===== config.mk =====
export PLATFORM = sky130hd
export DESIGN_NAME = level_sequencer
export DESIGN_NICKNAME = d
export VERILOG_FILES = /design/src/rtl/level_pkg.sv /design/src/rtl/level_sequencer_rise_detect.sv /design/src/rtl/level_sequencer.sv
export SDC_FILE = /design/constraint.sdc
export NUM_CORES = 1
export LEC_CHECK = 0
export ABC_AREA = 0
export ABC_CLOCK_PERIOD_IN_PS = 3600
export BUFFER_PORTS_ARGS = -buffer_cell sky130_fd_sc_hd__buf_4
export CAP_MARGIN = 25
export CORE_ASPECT_RATIO = 1.5
export CORE_MARGIN = 2
export CORE_UTILIZATION = 50
export DETAILED_ROUTE_END_ITERATION = 12
export MAX_ROUTING_LAYER = met4
export PLACE_DENSITY = 0.7
export SLEW_MARGIN = 40
export SYNTH_ARGS = -nofsm -noshare
export SYNTH_HDL_FRONTEND = slang
export SYNTH_SLANG_ARGS = --single-unit

===== constraint.sdc =====
create_clock -name clk -period 3.6 [get_ports clk]
set_input_delay 0.54 -clock clk [delete_from_list [all_inputs] [get_ports clk]]
set_output_delay 0.54 -clock clk [all_outputs]
set_load 0.02 [all_outputs]

===== src/rtl/level_pkg.sv =====
// Shared types and code constants for the game-level sequencer and the object-table select logic.
package level_pkg;

  typedef enum logic [2:0] {
    ST_IDLE       = 3'd0,
    ST_PLAY       = 3'd1,
    ST_TRANSITION = 3'd2,
    ST_END_WIN    = 3'd3,
    ST_END_LOSE   = 3'd4
  } state_t;

  localparam logic [1:0] LEVEL_ONE   = 2'b00;
  localparam logic [1:0] LEVEL_TWO   = 2'b01;
  localparam logic [1:0] LEVEL_TRANS = 2'b10;
  localparam logic [1:0] LEVEL_END   = 2'b11;

  localparam logic [1:0] BANNER_NONE = 2'd0;
  localparam logic [1:0] BANNER_NEXT = 2'd1;
  localparam logic [1:0] BANNER_WIN  = 2'd2;
  localparam logic [1:0] BANNER_LOSE = 2'd3;

  // Table-select code for a playable level index.
  function automatic logic [1:0] level_code(input logic idx);
    return idx ? LEVEL_TWO : LEVEL_ONE;
  endfunction

endpackage


===== src/rtl/level_sequencer_rise_detect.sv =====
// Rising-edge detector with a history register that presets to 1, so a level held through reset never fires.
module rise_detect (
  input  logic clk,
  input  logic reset,
  input  logic d,
  output logic rise
);

  logic prev_reg;

  always_ff @(posedge clk) begin
    if (reset) begin
      prev_reg <= 1'b1;
    end else begin
      prev_reg <= d;
    end
  end

  assign rise = d & ~prev_reg;

endmodule


===== src/rtl/level_sequencer.sv =====
// Game-level controller: IDLE -> level 1 -> banner -> level 2 -> win/lose, with lives, play gate and reload pulse.
module level_sequencer
  import level_pkg::*;
#(
  parameter int NUM_LEVELS        = 2,
  parameter int TRANSITION_FRAMES = 60,
  parameter int LIVES             = 3
) (
  input  logic       clk,
  input  logic       reset,
  input  logic       startOfFrame,
  input  logic       startKey,
  input  logic       levelDone,
  input  logic       playerDied,
  output logic [1:0] levelCode,
  output logic       levelLoad,
  output logic       playEnable,
  output logic [1:0] lives,
  output logic [1:0] bannerCode
);

  localparam int FCW = $clog2(TRANSITION_FRAMES + 1);

  state_t         state_reg;
  logic           level_idx_reg;
  logic [FCW-1:0] frame_cnt_reg;
  logic           key_rise;

  rise_detect u_key_rise (
    .clk   (clk),
    .reset (reset),
    .d     (startKey),
    .rise  (key_rise)
  );

  always_ff @(posedge clk) begin
    if (reset) begin
      state_reg     <= ST_IDLE;
      level_idx_reg <= 1'b0;
      frame_cnt_reg <= '0;
      levelCode     <= LEVEL_ONE;
      levelLoad     <= 1'b0;
      playEnable    <= 1'b0;
      lives         <= 2'(LIVES);
      bannerCode    <= BANNER_NONE;
    end else begin
      levelLoad <= 1'b0;
      case (state_reg)
        ST_IDLE, ST_END_WIN, ST_END_LOSE: begin
          if (key_rise) begin
            state_reg     <= ST_PLAY;
            level_idx_reg <= 1'b0;
            lives         <= 2'(LIVES);
            levelCode     <= LEVEL_ONE;
            levelLoad     <= 1'b1;
            playEnable    <= 1'b1;
            bannerCode    <= BANNER_NONE;
          end
        end

        ST_PLAY: begin
          // A death in the same cycle as completion takes precedence.
          if (playerDied) begin
            if (lives > 2'd1) begin
              lives     <= lives - 2'd1;
              levelLoad <= 1'b1;
            end else begin
              lives      <= 2'd0;
              state_reg  <= ST_END_LOSE;
              levelCode  <= LEVEL_END;
              playEnable <= 1'b0;
              bannerCode <= BANNER_LOSE;
            end
          end else if (levelDone) begin
            playEnable <= 1'b0;
            if (32'(level_idx_reg) < NUM_LEVELS - 1) begin
              state_reg     <= ST_TRANSITION;
              frame_cnt_reg <= FCW'(TRANSITION_FRAMES - 1);
              levelCode     <= LEVEL_TRANS;
              bannerCode    <= BANNER_NEXT;
            end else begin
              state_reg  <= ST_END_WIN;
              levelCode  <= LEVEL_END;
              bannerCode <= BANNER_WIN;
            end
          end
        end

        ST_TRANSITION: begin
          if (startOfFrame) begin
            if (frame_cnt_reg == '0) begin
              state_reg     <= ST_PLAY;
              level_idx_reg <= level_idx_reg + 1'b1;
              levelCode     <= level_code(level_idx_reg + 1'b1);
              levelLoad     <= 1'b1;
              playEnable    <= 1'b1;
              bannerCode    <= BANNER_NONE;
            end else begin
              frame_cnt_reg <= frame_cnt_reg - 1'b1;
            end
          end
        end

        default: begin
          state_reg     <= ST_IDLE;
          level_idx_reg <= 1'b0;
          frame_cnt_reg <= '0;
          levelCode     <= LEVEL_ONE;
          playEnable    <= 1'b0;
          lives         <= 2'(LIVES);
          bannerCode    <= BANNER_NONE;
        end
      endcase
    end
  end

endmodule

==> results.txt, run 1 <==
H-tree depth - 1
GRT overflow - 0
share of power burned in registers - 0.558
crit path time final - 2.27 ns
total CTS buffers - 3
final instance area - 1210 um2
final std cells w/o fill - 172
placed wire-length estimate - 1810 um
RSZ-0062 raised after global routing - false
period utilization - 0.630
share of cells above drive strength 1 - 0.154
PortBufs - 13
Worst Path Max Fanout - 17
YS warnings - 0
Final Max Tran Viols - 0
Core Area - 2180 um2
die area - 2640 um2
hold_buf cts - 0
worst setup margin - 1.33 ns
total power - 401 uW
Final ANT Viol Nets - 0
Leak Pwr - 0.442 nW
Worst slew margin - 0.681
max reg flops - 6
Final Hold Viols - 0
GRT Total Usage - 0.214
hold path depth - 2
drt drc - 0
CP Capture Type - flip-flop
Die Span Y - 62.0 um
Logic pwr share - 0.168
worst hold path type - in2reg
setup TNS - 0 ns
sw frac - 0.286
Yosys reg bits - 19
Post-Syn Nets - 148
cts repair resizes - 0
Max clock buf depth - 2
Clk pwr share - 0.274
CP Launch Type - flip-flop
status - finished clean
Pwr Density - 331 nW/um2
critical path type - reg2reg
Sw Pwr - 115 uW
Die Wd - 42.6 um
placed cells - 168
vias in the first global route - 1018
Max-cap violations - 0
DR vias - 1017
Yosys cell types - 36
vias per cell - 5.91
placed cell area - 1180 um2
cell count after synthesis - 140
final hold slack - 0.438 ns
peak supply drop - 0.000232 V
drt first pass iters - 4
pre-CTS setup slack - 1.39 ns
max frequency - 0.441 GHz
first-pass GRT wire length - 4260 um
Setup Skew - 0.00294 ns
Int Pwr - 286 uW
CTS tree - built
clock root buffer - clkbuf_4
Area Overhead vs Synth - 8.16%
FILL cells - 227
routed wire length - 2450 um
Worst EP arrival - 2.50 ns
mapped cell area - 1120 um2
drt wl/cell - 14.2 um
fin util - 0.555
FP Rows - 21
Skew-Pair Late Insertion Delay - 0.30 ns
Placer Congestion - 0.897
Starting Density - 0.513
Worst R2R Path Depth - 5
ant diodes - 0
initial antenna violation count - 0
IO Pins - 14
largest net degree at the start of global routing - 20
nets - 158
initial drt markers - 34
CTS clk-pin slew, worst paths - 0.11 ns
Least-Margin Pin Slew - 0.478 ns
endpoints failing setup - 0
Setup Fix Bufs, Post-CTS - 0
CP required - 3.83 ns
syn avg cell area - 8.00 um2
Num Clock Sinks - 19
post-synthesis sequential area ratio - 0.340
[cells by family (layout without fill, tap and decap cells)]
| kind of cell | Yosys count | count (layout) | share of synthesized area |
|---|---|---|---|
| and+or+nand+nor | 57 | 57 | 0.285 |
| adders and majority gates | 2 | 2 | 0.0223 |
| buffers and inverters | 12 | 21 | 0.0693 |
| DFF | 19 | 19 | 0.340 |
| AOI/OAI and AO/OA | 50 | 50 | 0.284 |
[layer usage]
metal,up-vias,track usage,share of wire
met1,478,0.243,0.42
met3,4,0.0260,0.023
li1,520,-,-
met2,15,0.377,0.54
met5,-,-,0
met4,0,0.0982,0.012
[power groups by stage]
stage	sequential [mW]	combinational, mW	clock (mW)
floorplan	0.231	0.0453	0
global route	0.225	0.0756	0.120
global placement	0.228	0.0672	0
CTS	0.224	0.0677	0.115
finish	0.224	0.0675	0.110
detailed placement	0.229	0.0672	0
[cell usage after synthesis (all sizes together)]
| library cell | number | area [um2] |
|---|---|---|
| inv | 4 | 15.0 |
| dfxtp | 19 | 380 |
| or4 | 3 | 22.5 |
| o21ai | 14 | 70.1 |
| a22o | 1 | 8.76 |
| nand2b | 5 | 31.3 |
| o21a | 1 | 7.51 |
| o31ai | 1 | 7.51 |
| a2bb2oi | 1 | 8.76 |
| o211ai | 1 | 7.51 |
| a211oi | 4 | 45.1 |
| a22oi | 2 | 15.0 |
| nor3 | 4 | 20.0 |
| nand3b | 1 | 7.51 |
| nor2b | 8 | 50.1 |
| a221o | 3 | 30.0 |
| nor3b | 2 | 20.0 |
| nand2 | 11 | 41.3 |
| or3b | 1 | 8.76 |
| nand3 | 4 | 20.0 |
| a21oi | 19 | 95.1 |
| or2 | 3 | 18.8 |
| clkbuf | 2 | 7.51 |
| nor4 | 1 | 21.3 |
| ha | 2 | 25.0 |
| buf | 6 | 55.1 |
| o21bai | 1 | 7.51 |
| nor2 | 12 | 45.0 |
| or3 | 1 | 6.26 |
| nand4 | 1 | 6.26 |
| a21o | 2 | 15.0 |
[cell type report]
type,instances,area (um2),share of cell area
flip-flops and latches,19,380,0.314
clock buffers,3,22.5,0.0186
well taps,23,28.8,0.0238
repair buffers,13,97.6,0.0806
multi-input cells,109,662,0.546
inverters,4,15.0,0.0124
clock inverters,1,5.00,0.00413
[path summary, 6_finish.rpt]
kind	from	end	slack (ns)
min	startKey	u_key_rise.prev_reg	0.44
max reg2reg	state_reg[1]	frame_cnt_reg[1]	1.33
max	state_reg[1]	frame_cnt_reg[1]	1.33
min reg2reg	bannerCode[0]	bannerCode[0]	0.49
[layout by cell type, fill, tap and decap left out, drive strengths merged, types with 2 or more instances in the layout]
master and instances:
a211oi 4, a21o 2, a21oi 19, a221o 3
a22oi 2, buf 13, clkbuf 3, dfxtp 19
ha 2, inv 4, nand2 11, nand2b 5
nand3 4, nor2 12, nor2b 8, nor3 4
nor3b 2, o21ai 14, or2 3, or4 3
[worst max-delay path: stages, from the launching register on]
cell and delay (ns):
dfxtp_1 0.64, or3b_1 0.55, nor4_4 0.23, a221o_1 0.48, nor2_1 0.11, a211oi_2 0.19
(Power assumes the default switching activity.)
==> run 2, diff against run 1 <==
--- a/config.mk
+++ b/config.mk
@@ -6,7 +6,7 @@
 export NUM_CORES = 1
 export LEC_CHECK = 0
 export ABC_AREA = 0
-export ABC_CLOCK_PERIOD_IN_PS = 3600
+export ABC_CLOCK_PERIOD_IN_PS = 1900
 export BUFFER_PORTS_ARGS = -buffer_cell sky130_fd_sc_hd__buf_4
 export CAP_MARGIN = 25
 export CORE_ASPECT_RATIO = 1.5
@@ -14,7 +14,7 @@
 export CORE_UTILIZATION = 50
 export DETAILED_ROUTE_END_ITERATION = 12
 export MAX_ROUTING_LAYER = met4
-export PLACE_DENSITY = 0.7
+export PLACE_DENSITY = 0.73
 export SLEW_MARGIN = 40
 export SYNTH_ARGS = -nofsm -noshare
 export SYNTH_HDL_FRONTEND = slang
==> constraint.sdc (replaced) <==
create_clock -name clk -period 1.9 [get_ports clk]
set_input_delay 0.285 -clock clk [delete_from_list [all_inputs] [get_ports clk]]
set_output_delay 0.285 -clock clk [all_outputs]
set_load 0.02 [all_outputs]
==> run 2 against run 1 <==
Global-route usage is 1.9 points higher. Flip-flop and latch count stayed put. Sequential share of layout area is 4.1 points lower.
==> results.txt, run 2 (synthesized netlist as in run 1, its figures left out) <==
status - finished clean (unchanged)
Worst Path Max Fanout - 8 (was 17)
slowest CP cell - a221o_2 (was dfxtp_1)
pre-CTS setup slack - 0.0186 ns (was 1.39 ns)
vias per cell - 5.88 (was 5.91)
Placer Congestion - 0.904 (was 0.897)
CP Cell Sequence - inv_1 -> ha_1 -> nor2b_4 -> a221o_2 -> or4_1 -> a21oi_2 (was or3b_1 -> nor4_4 -> a221o_1 -> nor2_1 -> a211oi_2)
Final ANT Viol Nets - 0 (unchanged)
GRT overflow - 0 (unchanged)
max reg flops - 6 (unchanged)
Max-cap violations - 0 (unchanged)
Leak Pwr - 0.562 nW (was 0.442 nW)
Setup Skew - 0.00629 ns (was 0.00294 ns)
Max clock buf depth - 2 (unchanged)
initial drt markers - 30 (was 34)
clock root buffer - clkbuf_4 (unchanged)
final instance area - 1400 um2 (was 1210 um2)
H-tree depth - 1 (unchanged)
fin util - 0.642 (was 0.555)
die area - 2640 um2 (unchanged)
Worst R2R Path Depth - 6 (was 5)
GRT Total Usage - 0.233 (was 0.214)
most frequent cells in the layout - 35 x buf_4, 18 x a21oi_1, 17 x dfxtp_1 (was 19 x a21oi_1, 19 x dfxtp_1, 13 x buf_4)
crit path time final - 1.85 ns (was 2.27 ns)
CTS tree - built (unchanged)
Worst EP arrival - 2.09 ns (was 2.50 ns)
share of cells above drive strength 1 - 0.298 (was 0.154)
total CTS buffers - 3 (unchanged)
drt first pass iters - 4 (unchanged)
worst setup margin - 0.0513 ns (was 1.33 ns)
Core Area - 2180 um2 (unchanged)
first-pass GRT wire length - 4410 um (was 4260 um)
CTS clk-pin slew, worst paths - 0.11 ns (about the same)
worst stage delay on the critical path - 0.45 ns (was 0.64 ns)
Pwr Density - 567 nW/um2 (was 331 nW/um2)
ant diodes - 0 (unchanged)
Area Overhead vs Synth - 25.0% (was 8.16%)
CP Capture Type - flip-flop (unchanged)
DR vias - 1141 (was 1017)
Num Clock Sinks - 19 (unchanged)
drt wl/cell - 14.7 um (was 14.2 um)
initial antenna violation count - 0 (unchanged)
routed wire length - 2860 um (was 2450 um)
CP required - 2.15 ns (was 3.83 ns)
placed wire-length estimate - 2200 um (was 1810 um)
Final Hold Viols - 0 (unchanged)
worst hold path type - in2reg (unchanged)
peak supply drop - 0.000510 V (was 0.000232 V)
Skew-Pair Late Insertion Delay - 0.30 ns (about the same)
placed cell area - 1310 um2 (was 1180 um2)
max frequency - 0.541 GHz (was 0.441 GHz)
reg2reg setup slack - 0.05 ns (was 1.33 ns)
Least-Margin Pin Slew - 0.376 ns (was 0.478 ns)
Worst slew margin - 0.750 (was 0.681)
largest net degree at the start of global routing - 20 (unchanged)
final std cells w/o fill - 194 (was 172)
placed cells - 185 (was 168)
most common cell after layout, fill and taps aside - buf_4
hold path depth - 2 (unchanged)
endpoints failing setup - 0 (unchanged)
total power - 794 uW (was 401 uW)
Starting Density - 0.513 (unchanged)
PortBufs - 13 (unchanged)
CP Launch Type - flip-flop (unchanged)
drt drc - 0 (unchanged)
Die Wd - 42.6 um (unchanged)
Die Span Y - 62.0 um (unchanged)
FP Rows - 21 (unchanged)
Final Max Tran Viols - 0 (unchanged)
nets - 180 (was 158)
vias in the first global route - 1002 (was 1018)
period utilization - 0.973 (was 0.630)
IO Pins - 14 (unchanged)
critical path type - reg2reg (unchanged)
## run 2: critical path: cells and delay by family (launching register included)
kind / cells / cell delay [ns]
buf+inv: 1 / 0.06
simple gates: 2 / 0.58
fa+ha+maj: 1 / 0.19
flops: 1 / 0.36
compound gates: 2 / 0.60
## run 2: worst paths after layout
kind | from | endpoint
setup reg to reg | frame_cnt_reg[0] | frame_cnt_reg[2]
setup / recovery | frame_cnt_reg[0] | frame_cnt_reg[2]
hold reg to reg | levelCode[1] | levelCode[1]
hold / removal | startKey | u_key_rise.prev_reg
## run 2: area by class of cell
class / instances / area, um2
flip-flops and latches: 19 / 383
repair buffers: 35 / 263
clock buffers: 4 / 26.3
well taps: 23 / 28.8
inverters: 4 / 15.0
fillers: 202 / 781
multi-input cells: 109 / 684
## run 2: where the power goes
part / switching, mW / internal, mW / leakage (nW)
combinational: 0.0890 / 0.0789 / 0.392
sequential: 0.00833 / 0.412 / 0.155
clock: 0.124 / 0.0819 / 0.0150
## run 2: what timing repair did
| item | 4_1_cts | 5_1_grt |
|---|---|---|
| pin swaps | 0 | 2 |
| setup buffers | 0 | 5 |
| resized for setup | 1 | 7 |
| hold buffers | 0 | 0 |
| cloned | 0 | 0 |
| setup endpoints to repair | 1 | 3 |
| endpoints found under the hold margin | 0 | 0 |
## run 2: routing by layer
metal / GRT usage / routed length, um / up-vias
li1: - / - / 569
met1: 0.246 / 1160 / 537
met2: 0.437 / 1570 / 31
met3: 0.0173 / 90 / 4
met4: 0.112 / 38 / 0
met5: - / 0 / -
## run 2: through the flow
step                      hold WS [ns]   TNS, ns
final                            0.180         0
after global routing             0.178  -0.00191
after CTS                        0.174         0
after detailed placement         0.467         0
after global placement           0.465         0
after floorplan                  0.392         0
==> run 3, diff against run 2 <==
--- a/config.mk
+++ b/config.mk
@@ -14,7 +14,7 @@
 export CORE_UTILIZATION = 50
 export DETAILED_ROUTE_END_ITERATION = 12
 export MAX_ROUTING_LAYER = met4
-export PLACE_DENSITY = 0.73
+export PLACE_DENSITY = 0.71
 export SLEW_MARGIN = 40
 export SYNTH_ARGS = -nofsm -noshare
 export SYNTH_HDL_FRONTEND = slang
==> run 3 against run 2 <==
Clock-buffer cell count is 1 lower. Clock power about the same. Via count fell by 3.0%. Final area decreased by 3.3%. Sequential share of layout area rose by 0.84 points.
==> results.txt, run 3 (synthesized netlist as in run 1, its figures left out) <==
Final ANT Viol Nets - 0 (unchanged)
terminus of the critical flop-to-flop path - frame_cnt_reg[2] (unchanged)
reg2reg setup slack - 0.08 ns (was 0.05 ns)
share of cells above drive strength 1 - 0.265 (was 0.298)
total power - 793 uW (was 794 uW)
RSZ-0062 raised after global routing - true
Worst R2R Path Depth - 6 (unchanged)
die area - 2640 um2 (unchanged)
initial antenna violation count - 0 (unchanged)
PortBufs - 13 (unchanged)
CP Capture Type - flip-flop (unchanged)
crit path time final - 1.82 ns (was 1.85 ns)
Skew-Pair Late Insertion Delay - 0.30 ns (about the same)
FP Rows - 21 (unchanged)
routed wire length - 2840 um (was 2860 um)
H-tree depth - 1 (unchanged)
Logic pwr share - 0.207 (was 0.211)
IO Pins - 14 (unchanged)
peak supply drop - 0.000320 V (was 0.000510 V)
setup TNS - 0 ns (unchanged)
drt first pass iters - 4 (unchanged)
Leak Pwr - 0.540 nW (was 0.562 nW)
final std cells w/o fill - 189 (was 194)
sw frac - 0.288 (was 0.279)
Pwr Density - 586 nW/um2 (was 567 nW/um2)
slowest CP cell - a221o_2 (unchanged)
Area Overhead vs Synth - 20.9% (was 25.0%)
worst stage delay on the critical path - 0.44 ns (was 0.45 ns)
drt drc - 0 (unchanged)
CP Cell Sequence - buf_4 -> nor2b_1 -> o21ai_0 -> a221o_2 -> or4_1 -> a21oi_1 (was inv_1 -> ha_1 -> nor2b_4 -> a221o_2 -> or4_1 -> a21oi_2)
DR vias - 1107 (was 1141)
CTS tree - built (unchanged)
Worst slew margin - 0.752 (was 0.750)
vias in the first global route - 1114 (was 1002)
Final Hold Viols - 0 (unchanged)
Final Max Tran Viols - 0 (unchanged)
FF-to-FF Start - state_reg[1] (was frame_cnt_reg[0])
first-pass GRT wire length - 4880 um (was 4410 um)
placed cells - 185 (unchanged)
vias per cell - 5.86 (was 5.88)
period utilization - 0.957 (was 0.973)
endpoints failing setup - 0 (unchanged)
hold-critical path endpoint - u_key_rise.prev_reg (unchanged)
initial drt markers - 32 (was 30)
GRT overflow - 0 (unchanged)
drt wl/cell - 15.0 um (was 14.7 um)
status - finished clean (unchanged)
Clk pwr share - 0.264 (was 0.260)
Max-cap violations - 0 (unchanged)
most common cell after layout, fill and taps aside - buf_4 (unchanged)
max reg flops - 6 (unchanged)
share of power burned in registers - 0.530 (was 0.529)
GRT Total Usage - 0.251 (was 0.233)
Die Wd - 42.6 um (unchanged)
largest net degree at the start of global routing - 20 (unchanged)
CP Launch Type - flip-flop (unchanged)
Num Clock Sinks - 19 (unchanged)
Sw Pwr - 228 uW (was 222 uW)
Die Span Y - 62.0 um (unchanged)
max frequency - 0.550 GHz (was 0.541 GHz)
Max clock buf depth - 2 (unchanged)
hold path depth - 2 (unchanged)
Least-Margin Pin Slew - 0.372 ns (was 0.376 ns)
Setup Fix Bufs, Post-CTS - 0 (unchanged)
Int Pwr - 564 uW (was 573 uW)
Setup Skew - 0.00282 ns (was 0.00629 ns)
clock root buffer - clkbuf_4 (unchanged)
worst hold path type - in2reg (unchanged)
Starting Density - 0.513 (unchanged)
ant diodes - 0 (unchanged)
total CTS buffers - 3 (unchanged)
Core Area - 2180 um2 (unchanged)
CTS clk-pin slew, worst paths - 0.11 ns (about the same)
placed wire-length estimate - 2210 um (was 2200 um)
Worst EP arrival - 2.06 ns (was 2.09 ns)
critical path type - reg2reg (unchanged)
worst hold start - startKey (unchanged)
Worst Path Max Fanout - 16 (was 8)
CP required - 2.14 ns (was 2.15 ns)
most frequent cells in the layout - 30 x buf_4, 19 x a21oi_1, 18 x dfxtp_1 (was 35 x buf_4, 18 x a21oi_1, 17 x dfxtp_1)
nets - 175 (was 180)
Placer Congestion - 0.905 (was 0.904)
run 3: cell count changes in the layout (fill, tap and decap cells not counted):
cell / before / now
clkinv_2: 0 / 1
dfxtp_2: 2 / 1
clkbuf_1: 1 / 0
buf_4: 35 / 30
a21oi_2: 1 / 0
a21oi_1: 18 / 19
dfxtp_1: 17 / 18
nor3_2: 1 / 0
nor3_1: 3 / 4
run 3: metrics by stage:
step                setup WS (ns)   util  hold WS, ns  area [um2]
floorplan                 0.00369      -        0.392        1120
global placement            0.122  0.601        0.464        1310
detailed placement         0.0588  0.601        0.473        1310
CTS                        0.0510  0.614        0.193        1340
global route             -0.00391  0.621        0.181        1350
finish                     0.0820  0.621        0.184        1350
run 3: critical path: cells and delay by family (launching register included):
| kind | cells | cell delay [ns] |
|---|---|---|
| flops | 1 | 0.33 |
| compound gates | 3 | 0.69 |
| buf+inv | 1 | 0.18 |
| simple gates | 2 | 0.55 |
run 3: worst max path at each step:
stage	cells after the start	startpoint	end	slack, ns
after floorplan	7	frame_cnt_reg[0]	levelCode[0]	0.004
after global placement	7	frame_cnt_reg[1]	levelCode[0]	0.12
after detailed placement	7	frame_cnt_reg[1]	levelCode[0]	0.06
after CTS	7	frame_cnt_reg[1]	levelCode[0]	0.05
after global routing	7	frame_cnt_reg[1]	levelCode[0]	-0.004
final	6	state_reg[1]	frame_cnt_reg[2]	0.08
run 3: layer usage:
metal / global-route usage / up-vias / share of wire
met1: 0.260 / 515 / 0.41
met3: 0.0376 / 9 / 0.026
met5: - / - / 0
met4: 0.107 / 0 / 0.019
li1: - / 554 / -
met2: 0.470 / 29 / 0.55
run 3: area by class of cell:
class | count | area (um2)
Fill cell | 209 | 827
Multi-Input combinational cell | 109 | 676
Sequential cell | 19 | 382
Timing Repair Buffer | 30 | 225
Tap cell | 23 | 28.8
Clock buffer | 3 | 22.5
Inverter | 4 | 15.0
Clock inverter | 1 | 5.00
run 3: power groups by stage:
| stage | combinational, mW | clock (mW) | sequential, mW |
|---|---|---|---|
| floorplan | 0.0859 | 0 | 0.437 |
| global placement | 0.155 | 0 | 0.428 |
| detailed placement | 0.158 | 0 | 0.428 |
| CTS | 0.159 | 0.209 | 0.419 |
| global route | 0.179 | 0.227 | 0.422 |
| finish | 0.164 | 0.209 | 0.420 |
run 3: what timing repair did:
item / in CTS / in global routing
hold buffers: 0 / 0
gates resized for setup: 0 / 5
setup endpoints to repair: 0 / 6
